### src/rtl/wb_unit.sv
// Writeback stage and register scoreboard: arbitrates EXU/LSU results onto the
// register-file write port and tracks which registers have a write in flight.
module wb_unit #(
    parameter int DATA_W = 32,
    parameter int NREG   = 16
) (
    input  logic              clk,
    input  logic              rst,
    input  logic              iss_valid,
    input  logic [4:0]        iss_rd,
    output logic              iss_ready,
    input  logic [4:0]        rs1,
    input  logic [4:0]        rs2,
    output logic              rs1_busy,
    output logic              rs2_busy,
    input  logic              exu_valid,
    input  logic [4:0]        exu_rd,
    input  logic [DATA_W-1:0] exu_data,
    output logic              exu_ready,
    input  logic              lsu_valid,
    input  logic [4:0]        lsu_rd,
    input  logic [DATA_W-1:0] lsu_data,
    output logic              lsu_ready,
    output logic              rf_wen,
    output logic [4:0]        rf_rd,
    output logic [DATA_W-1:0] rf_wdata,
    output logic              err
);

    localparam int         IDX_W  = (NREG > 1) ? $clog2(NREG) : 1;
    localparam logic [5:0] NREG_L = 6'(NREG);

    function automatic logic in_range(input logic [4:0] r);
        return {1'b0, r} < NREG_L;
    endfunction

    logic [NREG-1:0]   busy_q, busy_d;
    logic [NREG-1:0]   set_mask, clr_mask;
    logic              rf_wen_q, rf_wen_d;
    logic [4:0]        rf_rd_q, rf_rd_d;
    logic [DATA_W-1:0] rf_wdata_q, rf_wdata_d;
    logic              err_q, err_d;
    logic              last_lsu_q, last_lsu_d;

    logic              iss_in, iss_fire;
    logic              conflict, sel_lsu, res_fire;
    logic [4:0]        res_rd;
    logic [DATA_W-1:0] res_data;
    logic              res_in, res_busy, res_write;

    always_comb begin
        iss_in    = in_range(iss_rd);
        iss_ready = iss_in ? !busy_q[iss_rd[IDX_W-1:0]] : 1'b1;
        iss_fire  = iss_valid && iss_ready;

        rs1_busy  = in_range(rs1) && busy_q[rs1[IDX_W-1:0]];
        rs2_busy  = in_range(rs2) && busy_q[rs2[IDX_W-1:0]];

        // On a conflict the source that lost the previous conflict wins.
        conflict  = exu_valid && lsu_valid;
        sel_lsu   = lsu_valid && (!exu_valid || !last_lsu_q);
        exu_ready = !sel_lsu && (exu_valid || !lsu_valid);
        lsu_ready = sel_lsu || (!exu_valid && !lsu_valid);
        res_fire  = (exu_valid && exu_ready) || (lsu_valid && lsu_ready);
        res_rd    = sel_lsu ? lsu_rd : exu_rd;
        res_data  = sel_lsu ? lsu_data : exu_data;

        res_in    = in_range(res_rd);
        res_busy  = res_in && busy_q[res_rd[IDX_W-1:0]];
        res_write = res_fire && res_in && (res_rd != 5'd0);
    end

    // Per-register set/clear strobes; x0 never becomes busy.
    assign set_mask[0] = 1'b0;
    assign clr_mask[0] = 1'b0;
    for (genvar gi = 1; gi < NREG; gi++) begin : g_busy
        assign set_mask[gi] = iss_fire && (iss_rd == 5'(gi));
        assign clr_mask[gi] = rf_wen_q && (rf_rd_q == 5'(gi));
    end

    always_comb begin
        // Set is applied after clear so it wins on a same-index collision.
        busy_d     = (busy_q & ~clr_mask) | set_mask;
        last_lsu_d = conflict ? sel_lsu : last_lsu_q;
        rf_wen_d   = res_write;
        rf_rd_d    = res_write ? res_rd : rf_rd_q;
        rf_wdata_d = res_write ? res_data : rf_wdata_q;
        err_d      = err_q
                   | (iss_fire && !iss_in)
                   | (res_fire && !res_in)
                   | (res_write && !res_busy);
    end

    always_ff @(posedge clk or negedge rst) begin
        if (!rst) begin
            busy_q     <= '0;
            rf_wen_q   <= 1'b0;
            rf_rd_q    <= 5'd0;
            rf_wdata_q <= '0;
            err_q      <= 1'b0;
            last_lsu_q <= 1'b0;
        end else begin
            busy_q     <= busy_d;
            rf_wen_q   <= rf_wen_d;
            rf_rd_q    <= rf_rd_d;
            rf_wdata_q <= rf_wdata_d;
            err_q      <= err_d;
            last_lsu_q <= last_lsu_d;
        end
    end

    assign rf_wen   = rf_wen_q;
    assign rf_rd    = rf_rd_q;
    assign rf_wdata = rf_wdata_q;
    assign err      = err_q;

endmodule

### config.mk
export PLATFORM = sky130hd
export DESIGN_NAME = wb_unit
export DESIGN_NICKNAME = d
export VERILOG_FILES = /design/src/rtl/wb_unit.sv
export SDC_FILE = /design/constraint.sdc
export NUM_CORES = 1
export LEC_CHECK = 0
export CAP_MARGIN = 20
export CORE_UTILIZATION = 40
export CTS_CLUSTER_DIAMETER = 120
export CTS_CLUSTER_SIZE = 12
export DETAILED_ROUTE_END_ITERATION = 10
export PLACE_DENSITY = 0.77
export SKIP_CTS_REPAIR_TIMING = 1
export SLEW_MARGIN = 20
export SYNTH_ARGS = -nofsm -noshare
export SYNTH_HDL_FRONTEND = slang
export SYNTH_SLANG_ARGS = --single-unit
export TNS_END_PERCENT = 100
### constraint.sdc
create_clock -name clk -period 4.93 [get_ports clk]
set_clock_uncertainty 0.15 [all_clocks]
set_input_delay 0.7395 -clock clk [delete_from_list [all_inputs] [get_ports clk]]
set_output_delay 0.7395 -clock clk [all_outputs]
set_load 0.005 [all_outputs]
After elaboration in Yosys (flattened, before gate mapping)
Cells that the tools add are included.
Word-level totals
  flip-flop bits (word level): 56
  input port bits: 94
  word-level logic and storage cells: 119
Cells by class
  eq/ne operators: 30
  reductions and logical operators: 58
  mux-type cells: 11
  bitwise logic cells: 6
  magnitude comparators: 8
Operators with widths (number)
  $eq A5 B4 Y1 const B: 16
  $logic_and A1 B1 Y1: 45
  $eq A5 B3 Y1 const B: 8
  $mux W32: 1
  $eq A5 B2 Y1 const B: 4
  $lt A4 B5 Y1 const B: 4
  $lt A5 B5 Y1 const B: 4
  $and A16 B16 Y16: 1
  $bmux W1 S4: 4
  $not A16 Y16: 1
  $or A16 B16 Y16: 1
  $eq A5 B1 Y1 const B: 2
  $logic_not A1 Y1: 8
  $mux W1: 5
  $mux W5: 1
  $reduce_bool A5 Y1: 1
  $logic_or A1 B1 Y1: 4
  $or A1 B1 Y1: 3

Logic depth before layout (Yosys ltp)
  depth after elaboration: 11
  gate-level depth with buffers: 8
  mapped depth without buffers: 6

Least setup slack after synthesis
No wires, ideal clock.
  path type: in2out
  start: in iss_rd[0]
  end: out iss_ready
  setup slack: 1917 ps
  arrival time: 2124 ps
  stages on the path: 4
  path through: clkbuf_1 > mux4_2 > mux4_2 > nand2b_1
Between the ends
  word-level cells in the longest chain between the ends: 4
  elaborated cells between the ends (all ways): 5
Ends and longest elaborated chain
  start: declaration: RTL line 10  | input logic [4:0] iss_rd,
  $bmux W1 S4: RTL line 53  | iss_ready = iss_in ? !busy_q[iss_rd[IDX_W-1:0]] : 1'b1;
  $mux W1 (implied by the code): RTL line 53
  $logic_not A1 Y1: RTL line 53
  $mux W1 *: RTL line 53
  end: declaration: RTL line 11  | output logic iss_ready,
Mark *: on every way between the ends. The rest lies on a longest branch, timed or not. The select of a mux whose other input is x is not followed.

Final worst setup path
Ends and elaborated chain as after synthesis.

==> flow_metrics.env <==
export IMPL_synth_main_ff_cell="dfrtp_1"
export IMPL_worstRegToRegCells=6
export IMPL_grt_most_used_layer="met2"
export IMPL_drtAntennaViolNets=0
export IMPL_p_leak_nw=1.88
export IMPL_drive_above_1_share=0.0739
export IMPL_cpPeakStageDelay_ns=0.68
export IMPL_combPwrFrac=0.435
export IMPL_rsz0062_at_grt="false"
export IMPL_cts_sinks=55
export IMPL_num_rows=31
export IMPL_drtIter0Drc=92
export IMPL_yosys_area_share_simple=0.122
export IMPL_tightestPinTransition_ns=0.710
export IMPL_syn_num_nets=394
export IMPL_synth_xor_area_frac=0.00285
export IMPL_die_height_microns=89.6
export IMPL_async_flop_share=1.00
export IMPL_routed_wl_microns=8080
export IMPL_p_seq_frac=0.415
export IMPL_fin_nets=527
export IMPL_r2r_end="rf_wdata[15]$_DFFE_PN0P_"
export IMPL_hold_viol_final=0
export IMPL_clk_insertion_delay_late_ns=0.30
export IMPL_cp_end_kind="primary output"
export IMPL_path_class="primary input to primary output"
export IMPL_maxCapViolations=0
export IMPL_yosys_top_cells_count="55 x dfrtp_1, 48 x o21ai_1, 46 x nand2_1"
export IMPL_power_share_switching=0.333
export IMPL_synth_area_leader_cell="dfrtp_1"
export IMPL_finalCritPeriodShare=0.795
export IMPL_crit_cells=5
export IMPL_synth_avg_cell_area_sq_um=10.2
export IMPL_ys_top_cells_by_area="dfrtp_1 45%, mux2i_1 12%, mux4_2 8.8%, o21ai_1 7.8%, nand2_1 5.6%"
export IMPL_grt_overflow=0
export IMPL_setup_viol=0
export IMPL_reg2reg_from="last_lsu_q$_DFFE_PN0P_"
export IMPL_ys_warn_count=0
export IMPL_numCtsBuffers=5
export IMPL_cts_tree="built"
export IMPL_yosysSeqAreaShare=0.448
export IMPL_synth_most_common_cell="dfrtp_1"
export IMPL_cp_required_ns=4.04
export IMPL_gr_usage_met3=0.0704
export IMPL_wl_per_cell_microns=15.2
export IMPL_io_pins=138
export IMPL_slew_headroom=0.527
export IMPL_start_util=0.419
export IMPL_n_fill_cell=601
export IMPL_die_area_sq_um=8030
export IMPL_core_region_area_sq_um=7330
export IMPL_fin_hold_ws_ns=0.338
export IMPL_path_cells="clkdlybuf4s50_1 > mux4_2 > mux4_2 > nand2b_1 > clkdlybuf4s50_1"
export IMPL_regArea_sq_um=1380
export IMPL_multi_input_area_sq_um=1620
export IMPL_gr_usage_met1=0.276
export IMPL_r2r_setup_slack_ns=2.37
export IMPL_portBuffers=137
export IMPL_synth_seq_cells=55
export IMPL_crit_end="iss_ready"
export IMPL_num_antenna_cells=0
export IMPL_clockPowerShare=0.150
export IMPL_cts_clk_slew_worst_paths_ns=0.09
export IMPL_worst_path_buf_inv=2
export IMPL_max_freq_ghz=0.255
export IMPL_cts_root_buf="clkbuf_8"
export IMPL_worst_ep_arrival_time_ns=3.03
export IMPL_fin_crit_ns=3.92
export IMPL_synth_compound_area_share=0.154
export IMPL_place_gp_congestion=0.900
export IMPL_antenna_found_initial=0
export IMPL_critPathSlowestCell="clkdlybuf4s50_1"
export IMPL_report_final_slew_viol_count=0
export IMPL_via_per_inst=5.13
export IMPL_grt_use_met2=0.343
export IMPL_hold_class="flop to flop"
export IMPL_yosysUniqueCellTypes=36
export IMPL_grt_pass1_wl_microns=12900
export IMPL_yosysTopAreaCellShare=0.448
export IMPL_drc_errors=0
export IMPL_syn2layout_area_growth_pct=51.3
export IMPL_p_int_mw=1.29
export IMPL_synth_top_family_by_area="multiplexers"
export IMPL_syn_area_sq_um=3070
export IMPL_synth_edf_count=0
export IMPL_ir_worst_vdd_uv=190
export IMPL_die_width_microns=89.6
export IMPL_grt_pass1_vias=2688
export IMPL_clock_path_buffers=2
export IMPL_crit_path_start="iss_rd[0]"
export IMPL_cpLargestDelayFamily="buffers and inverters"
export IMPL_grt_start_max_net_pins=56
export IMPL_power_density_nw_per_um2=417
export IMPL_cts_htree_levels=2
export IMPL_muxShareOfSynthArea=0.245
export IMPL_hpwl_microns=6250
export IMPL_synth_adder_area_share=0
export IMPL_drtPass1Iterations=4
export IMPL_cp_start_kind="primary input"
export IMPL_status="finished, final reports clean"
export IMPL_grtUsageTotal=0.213
export IMPL_crit_fanout=9
export IMPL_synthCells=300
export IMPL_fin_tns_setup_ns=0
export IMPL_vias=2728
export IMPL_switchingPower_mw=0.645
cell usage in the layout (no fill, tap or decap), drive strengths merged:
cell type	instances
nor3	3
clkdlybuf4s50	136
nand3b	1
nor2	7
buf	4
a31oi	4
nand4bb	1
or2	2
nor3b	2
clkbuf	6
a22oi	1
dfrtp	55
nor4	1
o31ai	1
a21boi	1
or3	1
o21ai	71
nand4b	2
or3b	1
inv	6
mux2	7
and3	1
bufinv	1
a21oi	5
nand2b	6
and2	1
a211o	1
nand2	46
mux2i	39
mux4	12
xnor2	1
o22ai	3
nor2b	4
stage by stage:
stage | area [sq um] | cells | total power, mW | setup slack, ns | util
after floorplan | 3070 | 300 | 1.18 | 1.92 | -
after global placement | 4540 | 525 | 1.64 | 1.06 | 0.620
after detailed placement | 4540 | 525 | 1.66 | 1.00 | 0.620
after CTS | 4640 | 532 | 1.96 | 0.999 | 0.634
after global routing | 4640 | 532 | 2.08 | 0.897 | 0.634
final | 4640 | 532 | 1.94 | 1.01 | 0.634
area by class of cell:
cell class | count | share of cell area
multi-input combinational | 225 | 0.348
clock buffer | 6 | 0.0156
timing repair buffer | 140 | 0.302
inverter | 6 | 0.00485
tap | 99 | 0.0267
sequential | 55 | 0.296
clock inverter | 1 | 0.00647
power by group through the flow:
stage	logic (mW)	registers (mW)	clock network, mW
floorplan	0.422	0.761	0
finish	0.843	0.804	0.291
global route	0.931	0.829	0.316
global placement	0.835	0.804	0
detailed placement	0.849	0.813	0
CTS	0.853	0.804	0.299
how the worst min path moves through the flow:
stage | startpoint | to | depth (start not counted)
2_1_floorplan | rst | busy_q[10]$_DFF_PN0_ | 0
3_3_place_gp | rf_wdata[20]$_DFFE_PN0P_ | rf_wdata[20]$_DFFE_PN0P_ | 2
3_5_place_dp | rf_wdata[7]$_DFFE_PN0P_ | rf_wdata[7]$_DFFE_PN0P_ | 2
4_1_cts | rf_wdata[7]$_DFFE_PN0P_ | rf_wdata[7]$_DFFE_PN0P_ | 2
5_1_grt | rf_wdata[19]$_DFFE_PN0P_ | rf_wdata[19]$_DFFE_PN0P_ | 2
6_report | rf_wdata[29]$_DFFE_PN0P_ | rf_wdata[29]$_DFFE_PN0P_ | 2
metal layers:
metal  vias to the layer above  share of wire
met3                        10          0.092
li1                       1351              -
met5                         -              0
met2                       117           0.47
met4                         0          0.012
met1                      1250           0.43
sequential cells by signal, indices dropped and copies added, names as in the netlist:
register	count
last_lsu_q	1
rf_rd	5
rf_wen	1
busy_q	15
rf_wdata	32
err	1
worst register-to-register path, delay by kind of cell, from the launching register on:
family | cells | cell delay (ns)
AND/OR/NAND/NOR | 1 | 0.11
AO/OA/AOI/OAI | 3 | 1.02
flip-flops | 1 | 0.44
buffers and inverters | 1 | 0.30
multiplexers | 1 | 0.47
kinds of logic (layout without fill, tap and decap cells):
group	count (synthesis)	in the layout
XOR/XNOR	1	1
buffers and inverters	20	153
AND/OR/NAND/NOR	79	79
flip-flops	55	55
AO/OA/AOI/OAI	87	87
multiplexers	58	58
Note: power is estimated with default switching activity, not from simulation.
